==> src/rtl/bus_err_tap_if.sv <==
// bus_err_tap_if: bundle of the read/write handshake signals that pass
// through the error tap.
//   slave  modport - the tap's view: sees upstream valids/addresses and
//                    downstream readies/responses, drives the gated copies.
//   master modport - the surrounding bus fabric (or a bench) view.
// Signal names keep their direction affixes as seen from the tap.
interface bus_err_tap_if #(
  parameter int AddrWidth = 48
) ();
  logic                 slv_ar_valid_i;
  logic                 mst_ar_valid_o;
  logic                 mst_ar_ready_i;
  logic                 slv_ar_ready_o;
  logic [AddrWidth-1:0] slv_ar_addr_i;
  logic                 slv_aw_valid_i;
  logic                 mst_aw_valid_o;
  logic                 mst_aw_ready_i;
  logic                 slv_aw_ready_o;
  logic [AddrWidth-1:0] slv_aw_addr_i;
  logic                 mst_r_valid_i;
  logic                 slv_r_valid_o;
  logic                 slv_r_ready_i;
  logic                 mst_r_ready_o;
  logic                 mst_r_last_i;
  logic [1:0]           mst_r_resp_i;
  logic                 mst_b_valid_i;
  logic                 slv_b_valid_o;
  logic                 slv_b_ready_i;
  logic                 mst_b_ready_o;
  logic [1:0]           mst_b_resp_i;

  modport slave (
    input  slv_ar_valid_i, mst_ar_ready_i, slv_ar_addr_i,
    input  slv_aw_valid_i, mst_aw_ready_i, slv_aw_addr_i,
    input  mst_r_valid_i, slv_r_ready_i, mst_r_last_i, mst_r_resp_i,
    input  mst_b_valid_i, slv_b_ready_i, mst_b_resp_i,
    output mst_ar_valid_o, slv_ar_ready_o, mst_aw_valid_o, slv_aw_ready_o,
    output slv_r_valid_o, mst_r_ready_o, slv_b_valid_o, mst_b_ready_o
  );

  modport master (
    output slv_ar_valid_i, mst_ar_ready_i, slv_ar_addr_i,
    output slv_aw_valid_i, mst_aw_ready_i, slv_aw_addr_i,
    output mst_r_valid_i, slv_r_ready_i, mst_r_last_i, mst_r_resp_i,
    output mst_b_valid_i, slv_b_ready_i, mst_b_resp_i,
    input  mst_ar_valid_o, slv_ar_ready_o, mst_aw_valid_o, slv_aw_ready_o,
    input  slv_r_valid_o, mst_r_ready_o, slv_b_valid_o, mst_b_ready_o
  );
endinterface

==> src/rtl/bus_err_tap.sv <==
// bus_err_tap: passive-ish tap on a read (ch0) / write (ch1) bus that turns
// address handshakes into request events and completed bursts into response
// events carrying an accumulated error code, with a per-channel timeout.
// Ports:
//   clk_i, rst_ni      - clock, asynchronous active-low reset
//   bus                - AR/AW/R/B handshakes (bus_err_tap_if.slave)
//   req_hs_valid_o[1:0], req_addr_o   - one-hot request event + address
//   rsp_hs_valid_o[1:0], rsp_burst_last_o[1:0], rsp_err_o[2:0]
//                      - one-hot response event, burst-last, error code
//                        (bit0 SLVERR, bit1 DECERR, bit2 timed out)
//   timeout_o[1:0]     - single-cycle per-channel timeout pulse
module bus_err_tap #(
  parameter int AddrWidth      = 48,
  parameter int NumOutstanding = 4,
  parameter int TimeoutCycles  = 1024
) (
  input  logic                 clk_i,
  input  logic                 rst_ni,
  bus_err_tap_if.slave         bus,
  output logic [1:0]           req_hs_valid_o,
  output logic [AddrWidth-1:0] req_addr_o,
  output logic [1:0]           rsp_hs_valid_o,
  output logic [1:0]           rsp_burst_last_o,
  output logic [2:0]           rsp_err_o,
  output logic [1:0]           timeout_o
);
  localparam int CW = $clog2(NumOutstanding + 1);
  localparam int TW = (TimeoutCycles > 2) ? $clog2(TimeoutCycles) : 1;
  localparam logic [CW-1:0] CntMax = CW'(NumOutstanding);
  localparam logic [TW-1:0] ToLast = TW'(TimeoutCycles - 1);
  localparam logic [TW-1:0] ToPre  = TW'(TimeoutCycles - 2);

  logic [1:0]                req_vld_r;
  logic [1:0][AddrWidth-1:0] req_addr_r;
  logic [1:0]                rsp_vld_r;
  logic [1:0][2:0]           rsp_err_r;
  logic [1:0][CW-1:0]        cnt_r;
  logic [1:0]                rd_acc_r;
  logic [1:0][TW-1:0]        to_cnt_r;
  logic [1:0]                to_flag_r;
  logic [1:0]                to_pulse_r;
  logic                      req_rr_r;
  logic                      rsp_rr_r;

  logic [1:0]                req_gnt_s, rsp_elig_s, rsp_gnt_s;
  logic [1:0]                a_stall_s, a_hs_s, beat_s, done_s, to_hit_s;
  logic                      r_stall_s, b_stall_s;
  logic [1:0][AddrWidth-1:0] a_addr_s;
  logic [1:0][2:0]           new_err_s;

  // AXI response code to error bits: SLVERR -> bit0, DECERR -> bit1.
  function automatic logic [1:0] map_resp(input logic [1:0] resp);
    logic [1:0] bits;
    case (resp)
      2'b10:   bits = 2'b01;
      2'b11:   bits = 2'b10;
      default: bits = 2'b00;
    endcase
    return bits;
  endfunction

  // Request slot arbiter: round-robin only when both slots are occupied.
  always_comb begin
    req_gnt_s = 2'b00;
    if (req_vld_r == 2'b11) begin
      req_gnt_s = req_rr_r ? 2'b10 : 2'b01;
    end else begin
      req_gnt_s = req_vld_r;
    end
  end

  // Response slot arbiter: a response waits until its own request has drained.
  always_comb begin
    rsp_elig_s = rsp_vld_r & ~req_vld_r;
    rsp_gnt_s  = 2'b00;
    if (rsp_elig_s == 2'b11) begin
      rsp_gnt_s = rsp_rr_r ? 2'b10 : 2'b01;
    end else begin
      rsp_gnt_s = rsp_elig_s;
    end
  end

  // Stall gates and passed handshakes; stalls depend on registers only.
  always_comb begin
    for (int c = 0; c < 2; c++) begin
      a_stall_s[c] = (req_vld_r[c] & ~req_gnt_s[c]) | (cnt_r[c] == CntMax);
    end
    r_stall_s   = rsp_vld_r[0] & ~rsp_gnt_s[0];
    b_stall_s   = rsp_vld_r[1] & ~rsp_gnt_s[1];
    a_hs_s[0]   = bus.slv_ar_valid_i & bus.mst_ar_ready_i & ~a_stall_s[0];
    a_hs_s[1]   = bus.slv_aw_valid_i & bus.mst_aw_ready_i & ~a_stall_s[1];
    a_addr_s[0] = bus.slv_ar_addr_i;
    a_addr_s[1] = bus.slv_aw_addr_i;
    beat_s[0]   = bus.mst_r_valid_i & bus.slv_r_ready_i & ~r_stall_s;
    beat_s[1]   = bus.mst_b_valid_i & bus.slv_b_ready_i & ~b_stall_s;
    done_s[0]   = beat_s[0] & bus.mst_r_last_i;
    done_s[1]   = beat_s[1];
    new_err_s[0] = {to_flag_r[0], rd_acc_r | map_resp(bus.mst_r_resp_i)};
    new_err_s[1] = {to_flag_r[1], map_resp(bus.mst_b_resp_i)};
    for (int c = 0; c < 2; c++) begin
      to_hit_s[c] = (cnt_r[c] != {CW{1'b0}}) & ~beat_s[c] & (to_cnt_r[c] == ToPre);
    end
  end

  assign bus.mst_ar_valid_o = bus.slv_ar_valid_i & ~a_stall_s[0];
  assign bus.slv_ar_ready_o = bus.mst_ar_ready_i & ~a_stall_s[0];
  assign bus.mst_aw_valid_o = bus.slv_aw_valid_i & ~a_stall_s[1];
  assign bus.slv_aw_ready_o = bus.mst_aw_ready_i & ~a_stall_s[1];
  assign bus.slv_r_valid_o  = bus.mst_r_valid_i & ~r_stall_s;
  assign bus.mst_r_ready_o  = bus.slv_r_ready_i & ~r_stall_s;
  assign bus.slv_b_valid_o  = bus.mst_b_valid_i & ~b_stall_s;
  assign bus.mst_b_ready_o  = bus.slv_b_ready_i & ~b_stall_s;

  assign req_hs_valid_o   = req_gnt_s;
  assign rsp_hs_valid_o   = rsp_gnt_s;
  assign rsp_burst_last_o = rsp_gnt_s;
  assign timeout_o        = to_pulse_r;

  // Event payload muxes, zero when nothing drains.
  always_comb begin
    case (req_gnt_s)
      2'b01:   req_addr_o = req_addr_r[0];
      2'b10:   req_addr_o = req_addr_r[1];
      default: req_addr_o = {AddrWidth{1'b0}};
    endcase
    case (rsp_gnt_s)
      2'b01:   rsp_err_o = rsp_err_r[0];
      2'b10:   rsp_err_o = rsp_err_r[1];
      default: rsp_err_o = 3'b000;
    endcase
  end

  // Slots, outstanding counts and round-robin pointers.
  always_ff @(posedge clk_i or negedge rst_ni) begin
    if (!rst_ni) begin
      req_vld_r  <= 2'b00;
      req_addr_r <= '0;
      rsp_vld_r  <= 2'b00;
      rsp_err_r  <= '0;
      cnt_r      <= '0;
      req_rr_r   <= 1'b0;
      rsp_rr_r   <= 1'b0;
    end else begin
      for (int c = 0; c < 2; c++) begin
        // A new load wins over the drain of the previous content.
        if (a_hs_s[c]) begin
          req_vld_r[c]  <= 1'b1;
          req_addr_r[c] <= a_addr_s[c];
        end else if (req_gnt_s[c]) begin
          req_vld_r[c] <= 1'b0;
        end
        if (done_s[c]) begin
          rsp_vld_r[c] <= 1'b1;
          rsp_err_r[c] <= new_err_s[c];
        end else if (rsp_gnt_s[c]) begin
          rsp_vld_r[c] <= 1'b0;
        end
        case ({a_hs_s[c], done_s[c]})
          2'b10:   if (cnt_r[c] != CntMax) cnt_r[c] <= cnt_r[c] + CW'(1);
          2'b01:   if (cnt_r[c] != {CW{1'b0}}) cnt_r[c] <= cnt_r[c] - CW'(1);
          default: cnt_r[c] <= cnt_r[c];
        endcase
      end
      // Pointer names the channel that wins the next two-way contest.
      if (req_gnt_s != 2'b00) req_rr_r <= req_gnt_s[0];
      if (rsp_gnt_s != 2'b00) rsp_rr_r <= rsp_gnt_s[0];
    end
  end

  // Read error accumulation and per-channel response timeout.
  always_ff @(posedge clk_i or negedge rst_ni) begin
    if (!rst_ni) begin
      rd_acc_r   <= 2'b00;
      to_cnt_r   <= '0;
      to_flag_r  <= 2'b00;
      to_pulse_r <= 2'b00;
    end else begin
      if (done_s[0]) begin
        rd_acc_r <= 2'b00;
      end else if (beat_s[0]) begin
        rd_acc_r <= rd_acc_r | map_resp(bus.mst_r_resp_i);
      end
      for (int c = 0; c < 2; c++) begin
        to_pulse_r[c] <= to_hit_s[c];
        if ((cnt_r[c] == {CW{1'b0}}) || beat_s[c]) begin
          to_cnt_r[c] <= {TW{1'b0}};
        end else if (to_cnt_r[c] != ToLast) begin
          to_cnt_r[c] <= to_cnt_r[c] + TW'(1);
        end
        // Sticky flag lives until the burst it belongs to completes.
        if (done_s[c]) begin
          to_flag_r[c] <= 1'b0;
        end else if (to_hit_s[c]) begin
          to_flag_r[c] <= 1'b1;
        end
      end
    end
  end
endmodule

==> src/flat_wrapper.sv <==
// flat-port wrapper written by rule: the top's interface ports become plain ports
module bus_err_tap_flat 
#(
  parameter int AddrWidth      = 48,
  parameter int NumOutstanding = 4,
  parameter int TimeoutCycles  = 1024
)
  (clk_i, rst_ni, req_hs_valid_o, req_addr_o, rsp_hs_valid_o, rsp_burst_last_o, rsp_err_o, timeout_o, bus_slv_ar_valid_i, bus_mst_ar_ready_i, bus_slv_ar_addr_i, bus_slv_aw_valid_i, bus_mst_aw_ready_i, bus_slv_aw_addr_i, bus_mst_r_valid_i, bus_slv_r_ready_i, bus_mst_r_last_i, bus_mst_r_resp_i, bus_mst_b_valid_i, bus_slv_b_ready_i, bus_mst_b_resp_i, bus_mst_ar_valid_o, bus_slv_ar_ready_o, bus_mst_aw_valid_o, bus_slv_aw_ready_o, bus_slv_r_valid_o, bus_mst_r_ready_o, bus_slv_b_valid_o, bus_mst_b_ready_o);
  bus_err_tap_if #(.AddrWidth(AddrWidth)) bus_i ();
  input  logic clk_i;
  input  logic rst_ni;
  output logic [1:0] req_hs_valid_o;
  output logic [AddrWidth-1:0] req_addr_o;
  output logic [1:0] rsp_hs_valid_o;
  output logic [1:0] rsp_burst_last_o;
  output logic [2:0] rsp_err_o;
  output logic [1:0] timeout_o;
  input wire logic [$bits(bus_i.slv_ar_valid_i)-1:0] bus_slv_ar_valid_i;
  input wire logic [$bits(bus_i.mst_ar_ready_i)-1:0] bus_mst_ar_ready_i;
  input wire logic [$bits(bus_i.slv_ar_addr_i)-1:0] bus_slv_ar_addr_i;
  input wire logic [$bits(bus_i.slv_aw_valid_i)-1:0] bus_slv_aw_valid_i;
  input wire logic [$bits(bus_i.mst_aw_ready_i)-1:0] bus_mst_aw_ready_i;
  input wire logic [$bits(bus_i.slv_aw_addr_i)-1:0] bus_slv_aw_addr_i;
  input wire logic [$bits(bus_i.mst_r_valid_i)-1:0] bus_mst_r_valid_i;
  input wire logic [$bits(bus_i.slv_r_ready_i)-1:0] bus_slv_r_ready_i;
  input wire logic [$bits(bus_i.mst_r_last_i)-1:0] bus_mst_r_last_i;
  input wire logic [$bits(bus_i.mst_r_resp_i)-1:0] bus_mst_r_resp_i;
  input wire logic [$bits(bus_i.mst_b_valid_i)-1:0] bus_mst_b_valid_i;
  input wire logic [$bits(bus_i.slv_b_ready_i)-1:0] bus_slv_b_ready_i;
  input wire logic [$bits(bus_i.mst_b_resp_i)-1:0] bus_mst_b_resp_i;
  output wire logic [$bits(bus_i.mst_ar_valid_o)-1:0] bus_mst_ar_valid_o;
  output wire logic [$bits(bus_i.slv_ar_ready_o)-1:0] bus_slv_ar_ready_o;
  output wire logic [$bits(bus_i.mst_aw_valid_o)-1:0] bus_mst_aw_valid_o;
  output wire logic [$bits(bus_i.slv_aw_ready_o)-1:0] bus_slv_aw_ready_o;
  output wire logic [$bits(bus_i.slv_r_valid_o)-1:0] bus_slv_r_valid_o;
  output wire logic [$bits(bus_i.mst_r_ready_o)-1:0] bus_mst_r_ready_o;
  output wire logic [$bits(bus_i.slv_b_valid_o)-1:0] bus_slv_b_valid_o;
  output wire logic [$bits(bus_i.mst_b_ready_o)-1:0] bus_mst_b_ready_o;
  assign bus_i.slv_ar_valid_i = bus_slv_ar_valid_i;
  assign bus_i.mst_ar_ready_i = bus_mst_ar_ready_i;
  assign bus_i.slv_ar_addr_i = bus_slv_ar_addr_i;
  assign bus_i.slv_aw_valid_i = bus_slv_aw_valid_i;
  assign bus_i.mst_aw_ready_i = bus_mst_aw_ready_i;
  assign bus_i.slv_aw_addr_i = bus_slv_aw_addr_i;
  assign bus_i.mst_r_valid_i = bus_mst_r_valid_i;
  assign bus_i.slv_r_ready_i = bus_slv_r_ready_i;
  assign bus_i.mst_r_last_i = bus_mst_r_last_i;
  assign bus_i.mst_r_resp_i = bus_mst_r_resp_i;
  assign bus_i.mst_b_valid_i = bus_mst_b_valid_i;
  assign bus_i.slv_b_ready_i = bus_slv_b_ready_i;
  assign bus_i.mst_b_resp_i = bus_mst_b_resp_i;
  assign bus_mst_ar_valid_o = bus_i.mst_ar_valid_o;
  assign bus_slv_ar_ready_o = bus_i.slv_ar_ready_o;
  assign bus_mst_aw_valid_o = bus_i.mst_aw_valid_o;
  assign bus_slv_aw_ready_o = bus_i.slv_aw_ready_o;
  assign bus_slv_r_valid_o = bus_i.slv_r_valid_o;
  assign bus_mst_r_ready_o = bus_i.mst_r_ready_o;
  assign bus_slv_b_valid_o = bus_i.slv_b_valid_o;
  assign bus_mst_b_ready_o = bus_i.mst_b_ready_o;
  bus_err_tap #(.AddrWidth(AddrWidth), .NumOutstanding(NumOutstanding), .TimeoutCycles(TimeoutCycles)) u_core (.clk_i(clk_i), .rst_ni(rst_ni), .bus(bus_i), .req_hs_valid_o(req_hs_valid_o), .req_addr_o(req_addr_o), .rsp_hs_valid_o(rsp_hs_valid_o), .rsp_burst_last_o(rsp_burst_last_o), .rsp_err_o(rsp_err_o), .timeout_o(timeout_o));
endmodule
==> config.mk <==
export PLATFORM = sky130hd
export DESIGN_NAME = bus_err_tap_flat
export DESIGN_NICKNAME = d
export VERILOG_FILES = /design/src/rtl/bus_err_tap_if.sv /design/src/rtl/bus_err_tap.sv /design/src/flat_wrapper.sv
export SDC_FILE = /design/constraint.sdc
export NUM_CORES = 1
export LEC_CHECK = 0
export CAP_MARGIN = 30
export CORE_MARGIN = 1
export CORE_UTILIZATION = 53
export CTS_CLUSTER_DIAMETER = 120
export DETAILED_ROUTE_END_ITERATION = 8
export PLACE_DENSITY_LB_ADDON = 0.08
export SLEW_MARGIN = 20
export SYNTH_ARGS = -nofsm -noshare
export SYNTH_HDL_FRONTEND = slang
export SYNTH_SLANG_ARGS = --single-unit
==> constraint.sdc <==
create_clock -name clk_i -period 5.85 [get_ports clk_i]
set_input_delay 1.17 -clock clk_i [delete_from_list [all_inputs] [get_ports clk_i]]
set_output_delay 1.17 -clock clk_i [all_outputs]
set_load 0.01 [all_outputs]
==> reports/qor.csv, run 1 <==
stage,metric,value,unit
clocking,cts_tree,built,
synth,synth_edf_count,0,
synth,synth.distinct_cells,57,
clocking,cts_buffer_depth,2,
worst_setup_path,worstSetupPathType,flip-flop to primary output,
grt,grt_max_degree,105,
layout,final_cell_mix,"clkdlybuf4s50_1 (176), dfrtp_1 (140), mux2_2 (64)",
layout,drive_gt1_frac,0.211,
die,die-area,13100,um^2
clocking,htreeDepth,4,
worst_setup_path,worstPathArrival,2.84,ns
synth,synth_top_area_frac,0.522,
detailed_routing,ant_nets,0,
synth,synth_top_area_cell,dfrtp_1,
grt,grt_usage,0.265,
sta,tightest_slew,0.957,ns
detailed_routing,drtPass1Iterations,5,
placed_design,place_ws,2.18,ns
worst_setup_path,cp_max_fo,30,
run_status,outcome,"complete, no violations",
clocking,postCtsSetupBuffers,0,
placed_design,dpl.hpwl,10.8,mm
clocking,cts.clk_slew.worst_paths,0.06,ns
synth,ys_warn_count,0,
worst_setup_path,required,4.68,ns
grt,grt_pass1_vias,5218,
grt,grt_pass1_wl,26.4,mm
sta,fin_crit,4.01,ns
worst_setup_path,crit_slowest_cell,a21boi_4,
clocking,cts_sinks,140,
detailed_routing,drt_iter0_drc,263,
sta,rsz0062_at_grt,no,
worst_setup_path,crit_path_start,u_core.req_vld_r[0],
clocking,cts_hold_buf,0,
clocking,cts.repair.resized,0,
synth,syn-num-nets,652,
worst_setup_path,r2r_start,u_core.req_vld_r[1],
clocking,numCtsBuffers,17,
detailed_routing,vias_per_cell,5.66,
synth,seq_area_frac_synth,0.522,
synth,syn_inst,530,
synth,synth_area,6710,um^2
die,start_util,0.551,
placed_design,gp_congestion,0.807,
sta,worst_slack,1.84,ns
detailed_routing,wirelength,16.4,mm
layout,area_growth_syn_to_layout,38.3,%
hold_path,hold_start,u_core.rsp_err_r[3],
pwr,p_per_area,436,nW/um^2
layout,final_common_cell,clkdlybuf4s50_1,
detailed_routing,remaining_drc_errors,0,
worst_setup_path,cpPeakStageDelay,0.82,ns
pwr,ir_drop,0.342,mV
die,dieHeight,114,um
worst_setup_path,start_kind,flip-flop,
worst_setup_path,cp-end-kind,primary output,
synth,ys_top_cells_by_area,"dfrtp_1 (52%), mux2_2 (11%), mux2_4 (7.6%), a22o_1 (6.3%), ha_1 (1.7%)",
synth,synth-async-reset-ratio,1.00,
synth,synth-main-ff-cell,dfrtp_1,
detailed_routing,num_vias,4990,
sta,maxClockFrequency,249,MHz
die,io-pin-count,178,
sta,timing_hold_violations_final,0,
die,rows,40,
detailed_routing,wl_per_cell,18.6,um
placed_design,io_buffers,177,
sta,drv_slew,0,
die,die_w,114,um
sta,maxSlewHeadroom,0.361,
sta,fin_crit_sh,0.686,
sta,tns,0,ns
grt,grt-ovfl-total,0,
layout,final_nets,823,
run,maxCapViolCount,0,
layout,num-fill-cells,825,
pwr,leakagePower,4.06,nW
sta,final-setup-viol-count,0,
pwr,total_power,4.04,mW
die,core,12200,um^2
sta,fin_skew,0.0102,ns
clocking,clock-root-buffer,clkbuf_16,
hold_path,min_path_type,flip-flop to flip-flop,
layout,final_util,0.762,
synth,ys_ff_latch,140,
layout,antennaDiodeCount,0,
synth,synth.avg_cell_area,12.7,um^2
clocking,clock_latency,0.41,ns
grt,antenna_found_initial,0,
worst_setup_path,worstPathCellList,a21boi_4 -> buf_4 -> a22o_1 -> clkdlybuf4s50_1,
==> path summary, 6_finish.rpt <==
check / end / slack [ns] / depth (start not counted)
worst max-delay path: req_addr_o[17] / 1.84 / 4
worst min-delay path: u_core.rsp_err_r[3] / 0.49 / 2
worst max register to register: u_core.cnt_r[2] / 3.06 / 10
worst min register to register: u_core.rsp_err_r[3] / 0.49 / 2
max in group asynchronous: u_core.req_addr_r[84] / 4.04 / 3
min in group asynchronous: u_core.cnt_r[3] / 0.63 / 1
==> cell type report <==
type                            count  area, um^2  area share
Inverter                           21        83.8     0.00904
Timing Repair Buffer              183        1850       0.200
Tap cell                          168         210      0.0227
Sequential cell                   140        3500       0.378
Clock inverter                     15         244      0.0263
Multi-Input combinational cell    338        2960       0.319
Clock buffer                       17         425      0.0459
==> synthesized netlist by cell type (4+ instances only) <==
master	instances
and4_1	5
buf_2	8
and3_1	6
nor2b_1	5
mux2i_1	5
a31oi_1	5
a21oi_1	4
mux2_2	64
buf_6	6
a211oi_1	7
nand3_1	14
dfrtp_1	140
o21ai_0	5
a22oi_1	4
nor2_1	27
a22o_1	48
nand2_1	26
and2_1	9
ha_1	9
nor3_1	10
xnor2_1	8
inv_1	20
mux2_4	34
clkbuf_1	13
==> power by group <==
part | switching, mW | internal (mW)
Sequential | 0.246 | 1.29
Clock | 0.411 | 0.801
Combinational | 0.524 | 0.771
Total | 1.18 | 2.86
==> through the flow <==
stage	instance area (um^2)	cells	hold WS [ns]
finish	9270	882	0.492
global route	9270	882	0.515
CTS	9230	880	0.494
detailed placement	8560	848	0.480
global placement	8560	848	0.471
floorplan	6710	530	0.439
==> cells by family (layout without fill, tap and decap cells) <==
family	Yosys count	count (layout)	synth area share
and+or+nand+nor	119	119	0.0937
DFF	140	140	0.522
xor gates and xnor gates	11	11	0.0144
adders and majority gates	11	11	0.0228
buffers and inverters	52	236	0.0397
AOI/OAI and AO/OA	94	94	0.116
muxes	103	103	0.191
==> sequential cells by signal (all words and copies together) (netlist names) <==
name               count
u_core.rsp_rr_r        1
u_core.to_flag_r       2
u_core.req_vld_r       2
u_core.rsp_err_r       6
u_core.req_rr_r        1
u_core.cnt_r           6
u_core.rd_acc_r        2
u_core.req_addr_r     96
u_core.rsp_vld_r       2
u_core.to_cnt_r       20
u_core.timeout_o       2
==> metal layers <==
metal,GRT usage,vias to the layer above,part of all wire
li1,-,2262,-
met1,0.313,2541,0.41
met2,0.457,166,0.51
met3,0.0842,21,0.063
met4,0.0883,0,0.015
met5,0,-,0
==> critical path, delay by kind of cell (launching register included) <==
kind | cells | cell delay, ns
flip-flops | 1 | 0.47
buffers and inverters | 2 | 0.94
AO/OA/AOI/OAI | 2 | 1.01
Note: power is estimated with default switching activity, not from simulation.
==> run 2: changes to the inputs <==
- CORE_UTILIZATION: 53 -> 49
- clock period: 5.85 -> 4 ns (I/O delays scaled with it)
==> run 2 against run 1 <==
Cell area shrank 0.36%. First-iteration DRC count shrank 25%. Combinational power increased by 45%. Register-to-register slack worse by 1.7 ns. Sequential cell count unchanged. Count of clock-buffer cells in the layout is 3 higher. Largest power group unchanged. Highest routed layer unchanged.
==> reports/qor.csv, run 2 (same netlist as run 1, synthesis figures left out) <==
stage,metric,value,unit,change
run_status,outcome,"complete, no violations",,
worst_setup_path,crit_slowest_cell,clkdlybuf4s50_1,,
die,rows,42,,+5.0%
detailed_routing,ant_nets,0,,unchanged
grt,grt-ovfl-total,0,,unchanged
layout,reg_top3,"u_core.req_addr_r: 96 flops, u_core.to_cnt_r: 20 flops",,
detailed_routing,drtPass1Iterations,4,,-1
clocking,numCtsBuffers,17,,unchanged
worst_setup_path,cp_max_fo,8,,-73%
worst_setup_path,worstSetupPathType,flip-flop to primary output,,
layout,top_register,u_core.req_addr_r,,
sta,maxSlewHeadroom,0.377,,+0.0163
worst_setup_path,worstPathArrival,2.62,ns,-0.22 ns
pwr,p_sw,1.70,mW,+44%
layout,final_nets,823,,unchanged
detailed_routing,met1_length,6.54,mm,-2.4%
clocking,cts.clk_slew.worst_paths,0.06,ns,about the same
sta,rsz0062_at_grt,no,,
detailed_routing,drt_iter0_drc,197,,-25%
grt,grt_max_degree,73,,-30%
hold_path,min_path_type,input pin to asynchronous set/reset pin,,
placed_design,dpl-instance-area,8610,um^2,+0.67%
detailed_routing,wl_per_cell,18.1,um,-3.0%
layout,antennaDiodeCount,0,,unchanged
sta,final-setup-viol-count,0,,unchanged
layout,final_cell_mix,"clkdlybuf4s50_1 (176), dfrtp_1 (140), mux2_2 (64)",,
pwr,pwr-share-comb,0.328,,+0.008
clocking,cts_hold_buf,0,,unchanged
detailed_routing,num_vias,4851,,-2.8%
worst_setup_path,required,3.20,ns,-1.48 ns
pwr,netSwitchingFraction,0.296,,+0.00403
sta,maxClockFrequency,292,MHz,
pwr,power.share.sequential,0.387,,+0.007
pwr,ir_drop,0.444,mV,+30%
sta,fin_crit_sh,0.855,,
grt,grt_usage,0.237,,-0.0279
layout,drive_gt1_frac,0.211,,unchanged
sta,worst_slack,0.579,ns,-1.26 ns
run,maxCapViolCount,0,,unchanged
pwr,intPower,4.05,mW,+41%
layout,area_growth_syn_to_layout,37.8,%,
detailed_routing,wl_met2,7.99,mm,-5.3%
die,die-area,14200,um^2,+8.0%
placed_design,gp_congestion,0.770,,-4.7%
layout,largest_register_ffs,96,,unchanged
detailed_routing,top_layer,met4,,
clocking,clock_latency,0.41,ns,about the same
die,die_w,119,um,+3.9%
detailed_routing,route.met3.wl,1.28,mm,+24%
placed_design,place_ws,0.850,ns,-1.33 ns
sta,fin_crit,3.42,ns,
pwr,p_per_area,623,nW/um^2,+43%
die,io-pin-count,178,,unchanged
clocking,clock-root-buffer,clkbuf_16,,
clocking,postCtsSetupBuffers,0,,unchanged
pwr,clkPwrFrac,0.286,,-0.014
sta,tightest_slew,0.935,ns,-0.0220 ns
die,start_util,0.504,,-0.0470
die,dieHeight,119,um,+3.9%
clocking,cts_sinks,140,,unchanged
clocking,cts_tree,built,,
detailed_routing,remaining_drc_errors,0,,unchanged
sta,fin_skew,0.00664,ns,-0.00357 ns
worst_setup_path,start_kind,flip-flop,,
placed_design,dpl.hpwl,10.8,mm,about the same
layout,final_common_cell,clkdlybuf4s50_1,,
worst_setup_path,cpPeakStageDelay,0.54,ns,-0.28 ns
sta,tns,0,ns,unchanged
placed_design,dp.cells,858,,+1.2%
sta,timing_hold_violations_final,0,,unchanged
sta,drv_slew,0,,unchanged
grt,antenna_found_initial,0,,unchanged
pwr,leakagePower,4.03,nW,-0.69%
worst_setup_path,worstPathCellList,nand2b_1 -> nor2_1 -> or3b_2 -> inv_1 -> ha_1 -> a22oi_1 -> nor2b_1 -> clkdlybuf4s50_1,,
worst_setup_path,cp-end-kind,primary output,,
layout,fin_cells,890,,+0.91%
die,core,13300,um^2,+9.3%
clocking,cts.repair.resized,0,,unchanged
detailed_routing,vias_per_cell,5.45,,-3.7%
clocking,cts_buffer_depth,2,,unchanged
layout,final_area,9240,um^2,-0.36%
grt,grt_pass1_wl,26.1,mm,-1.2%
detailed_routing,wirelength,16.1,mm,-2.1%
clocking,htreeDepth,4,,unchanged
placed_design,io_buffers,177,,unchanged
grt,grt_pass1_vias,5246,,+0.54%
layout,num-fill-cells,967,,+17%
==> run 2: changes by cell type in the layout (fill, tap and decap cells not counted), sizes merged <==
cell      before  now
bufinv         6    3
clkbuf        17   20
clkinv         7    4
clkinvlp       0    2
inv           23   24
==> run 2: worst max-delay path: cells and delay by family (launching register included) <==
kind	cells	cell delay, ns
AOI/OAI and AO/OA	1	0.10
adders and majority gates	1	0.20
buffers and inverters	2	0.66
DFF	1	0.47
and+or+nand+nor	4	0.78
==> run 2: power by group through the flow <==
| stage | Sequential [mW] | Combinational, mW | Clock, mW |
|---|---|---|---|
| 2_1_floorplan | 2.13 | 1.20 | 0 |
| 3_3_place_gp | 2.21 | 1.85 | 0 |
| 3_5_place_dp | 2.23 | 1.90 | 0 |
| 4_1_cts | 2.22 | 1.91 | 1.67 |
| 5_1_grt | 2.28 | 2.04 | 1.73 |
| 6_report | 2.22 | 1.89 | 1.64 |
==> run 2: final timing paths <==
| kind | from | endpoint | slack, ns | cells after the start |
|---|---|---|---|---|
| worst max-delay path | u_core.req_vld_r[0] | rsp_err_o[2] | 0.58 | 8 |
| worst min-delay path | rst_ni | u_core.rsp_rr_r | 0.31 | 1 |
| worst max register to register | u_core.req_vld_r[1] | u_core.cnt_r[2] | 1.36 | 10 |
| worst min register to register | u_core.rsp_err_r[3] | u_core.rsp_err_r[3] | 0.48 | 2 |
| max in group asynchronous | rst_ni | u_core.req_addr_r[15] | 2.98 | 2 |
| min in group clk_i | u_core.rsp_err_r[3] | u_core.rsp_err_r[3] | 0.48 | 2 |
==> run 2: metrics by stage <==
| stage | hold slack (ns) | power [mW] | utilization |
|---|---|---|---|
| final | 0.312 | 5.75 | 0.695 |
| after global routing | 0.338 | 6.05 | 0.695 |
| after CTS | 0.321 | 5.81 | 0.695 |
| after detailed placement | 0.462 | 4.13 | 0.648 |
| after global placement | 0.467 | 4.06 | 0.646 |
| after floorplan | 0.439 | 3.33 | - |
==> run 2: area by class of cell <==
cell class | instances | area, um^2 | share of cell area
clock buffer | 20 | 467 | 0.0505
inverter | 21 | 83.8 | 0.00907
timing repair buffer | 183 | 1850 | 0.200
multi-input combinational | 338 | 2960 | 0.320
sequential | 140 | 3500 | 0.379
tap | 176 | 220 | 0.0238
clock inverter | 12 | 159 | 0.0172
==> run 2: metal layers <==
| layer | track usage | vias up |
|---|---|---|
| met5 | 0 | - |
| met1 | 0.276 | 2431 |
| li1 | - | 2264 |
| met3 | 0.101 | 15 |
| met4 | 0.0680 | 0 |
| met2 | 0.396 | 141 |
==> run 3: changes to the inputs <==
==> constraint.sdc (replaced) <==
create_clock -name clk_i -period 4 [get_ports clk_i]
set_input_delay 0.6 -clock clk_i [delete_from_list [all_inputs] [get_ports clk_i]]
set_output_delay 0.6 -clock clk_i [all_outputs]
set_load 0.01 [all_outputs]
==> run 3 against run 2 <==
Clock skew rose by 0.0080 ns. Sequential power barely moved. Wire length fell by 0.55%. Sequential share of layout area rose by 0.093 points. Die area did not move. Largest cell class unchanged. Clock power barely moved. Critical path depth did not move. Final cell count rose by 0.11%. Combinational power barely moved. Register-to-register slack barely moved.
==> reports/qor.csv, run 3 (same netlist as run 1, synthesis figures left out) <==
stage,metric,value,unit,change
layout,final-seq-area,3500,um^2,unchanged
worst_setup_path,start_kind,flip-flop,,
hold_path,min_path_type,input pin to asynchronous set/reset pin,,
detailed_routing,wirelength,16.0,mm,-0.55%
sta,tightest_slew,0.782,ns,-0.152 ns
die,start_util,0.504,,unchanged
worst_setup_path,cp-end-kind,primary output,,
clocking,cts_tree,built,,
grt,grt_usage,0.241,,+0.00374
layout,final_common_cell,clkdlybuf4s50_1,,
run,maxCapViolCount,0,,unchanged
die,die-area,14200,um^2,unchanged
worst_setup_path,cpPeakStageDelay,0.54,ns,about the same
layout,num-fill-cells,974,,+0.72%
clocking,cts_sinks,140,,unchanged
detailed_routing,vias_per_cell,5.51,,+1.1%
detailed_routing,drt_iter0_drc,245,,+24%
die,dieHeight,119,um,unchanged
clocking,htreeDepth,4,,unchanged
grt,antenna_found_initial,0,,unchanged
worst_setup_path,regToRegSetupSlack,1.36,ns,about the same
worst_setup_path,crit_slowest_cell,clkdlybuf4s50_1,,
clocking,clock_latency,0.41,ns,about the same
die,io-pin-count,178,,unchanged
detailed_routing,ant_nets,0,,unchanged
pwr,leakagePower,4.01,nW,-0.44%
detailed_routing,num_vias,4911,,+1.2%
die,rows,42,,unchanged
sta,fin_skew,0.0147,ns,+0.00804 ns
detailed_routing,remaining_drc_errors,0,,unchanged
worst_setup_path,worstPathArrival,2.69,ns,+0.07 ns
pwr,p_per_area,623,nW/um^2,about the same
sta,final-setup-viol-count,0,,unchanged
layout,area_growth_syn_to_layout,37.4,%,
grt,grt_pass1_vias,5352,,+2.0%
layout,final_nets,825,,+0.24%
layout,largest_register_ffs,96,,unchanged
detailed_routing,wl_per_cell,17.9,um,-0.66%
layout,final_cell_mix,"clkdlybuf4s50_1 (176), dfrtp_1 (140), mux2_2 (64)",,
clocking,numCtsBuffers,17,,unchanged
grt,grt_pass1_wl,26.5,mm,+1.6%
sta,fin_crit,3.29,ns,-0.132 ns
clocking,cts.repair.resized,0,,unchanged
die,die_w,119,um,unchanged
clocking,postCtsSetupBuffers,0,,unchanged
layout,drive_gt1_frac,0.211,,-0.000296
grt,grt_max_degree,86,,+18%
die,core,13300,um^2,unchanged
worst_setup_path,cp_max_fo,8,,unchanged
sta,fin_crit_sh,0.822,,-0.0331
placed_design,dpl.hpwl,11.0,mm,+1.6%
sta,timing_hold_violations_final,0,,unchanged
run_status,outcome,"complete, no violations",,
sta,rsz0062_at_grt,no,,
pwr,total_power,5.74,mW,-0.19%
sta,maxSlewHeadroom,0.478,,+0.101
sta,drv_slew,0,,unchanged
sta,maxClockFrequency,304,MHz,+4.0%
worst_setup_path,worstSetupPathType,flip-flop to primary output,,
layout,reg_top3,"u_core.req_addr_r: 96 flops, u_core.to_cnt_r: 20 flops",,
clocking,cts_hold_buf,0,,unchanged
worst_setup_path,required,3.40,ns,+0.20 ns
sta,tns,0,ns,unchanged
worst_setup_path,worstPathCellList,nand2b_1 -> nor2_1 -> or3b_2 -> inv_1 -> ha_1 -> a22oi_1 -> nor2b_1 -> clkdlybuf4s50_1,,
detailed_routing,drtPass1Iterations,4,,unchanged
clocking,cts.clk_slew.worst_paths,0.05,ns,about the same
layout,antennaDiodeCount,0,,unchanged
layout,multiInputGateArea,2960,um^2,unchanged
placed_design,io_buffers,177,,unchanged
placed_design,gp_congestion,0.827,,+7.4%
grt,grt-ovfl-total,0,,unchanged
pwr,ir_drop,0.365,mV,-18%
clocking,clock-root-buffer,clkbuf_16,,
clocking,cts_buffer_depth,2,,unchanged
layout,top_register,u_core.req_addr_r,,
## run 3: cell types whose count changed in the layout (fill, tap and decap cells not counted)
cell	delta
buf_12	-1
buf_16	-1
buf_4	+4
clkbuf_1	+1
clkbuf_8	+1
clkinv_2	-2
clkinv_4	-1
clkinvlp_4	+3
inv_6	-3
## run 3: cell type report
class                           count  share of cell area
Multi-Input combinational cell    338               0.321
Tap cell                          176              0.0239
Sequential cell                   140               0.380
Timing Repair Buffer              185               0.199
Clock inverter                      9              0.0148
Inverter                           21             0.00910
Clock buffer                       22              0.0525
## run 3: critical path: cells and delay by family, from the launching register on
family,cells,cell delay (ns)
adders and majority gates,1,0.19
buffers and inverters,2,0.67
and+or+nand+nor,4,0.84
AOI/OAI and AO/OA,1,0.10
DFF,1,0.49
## run 3: power by group
group          internal, mW  total [mW]  switching [mW]  leakage [nW]
Sequential             1.89        2.23           0.337          1.70
Combinational          1.12        1.89           0.765          2.02
Clock                  1.04        1.63           0.583         0.287
## run 3: layer usage
layer	GRT usage	wire, um
met4	0.0704	181
met2	0.411	8080
met1	0.278	6390
met3	0.0939	1330
met5	0	0
## run 3: through the flow
step	utilization	cells	instance area [um^2]	worst slack [ns]	hold WS (ns)
2_1_floorplan	-	530	6710	1.65	0.304
5_1_grt	0.693	891	9220	0.532	0.289
4_1_cts	0.693	891	9220	0.685	0.263
3_3_place_gp	0.647	860	8600	1.16	0.472
3_5_place_dp	0.647	860	8600	1.09	0.487
6_report	0.693	891	9220	0.711	0.228
## run 3: worst paths after layout
check                      depth (start not counted)           startpoint                    end
min reg2reg                                        2  u_core.rsp_err_r[5]    u_core.rsp_err_r[5]
max reg2reg                                       10  u_core.req_vld_r[1]        u_core.cnt_r[2]
max                                                8  u_core.req_vld_r[0]           rsp_err_o[1]
min in group clk_i                                 2  u_core.rsp_err_r[5]    u_core.rsp_err_r[5]
max in group asynchronous                          2               rst_ni  u_core.req_addr_r[16]
min                                                1               rst_ni        u_core.cnt_r[3]
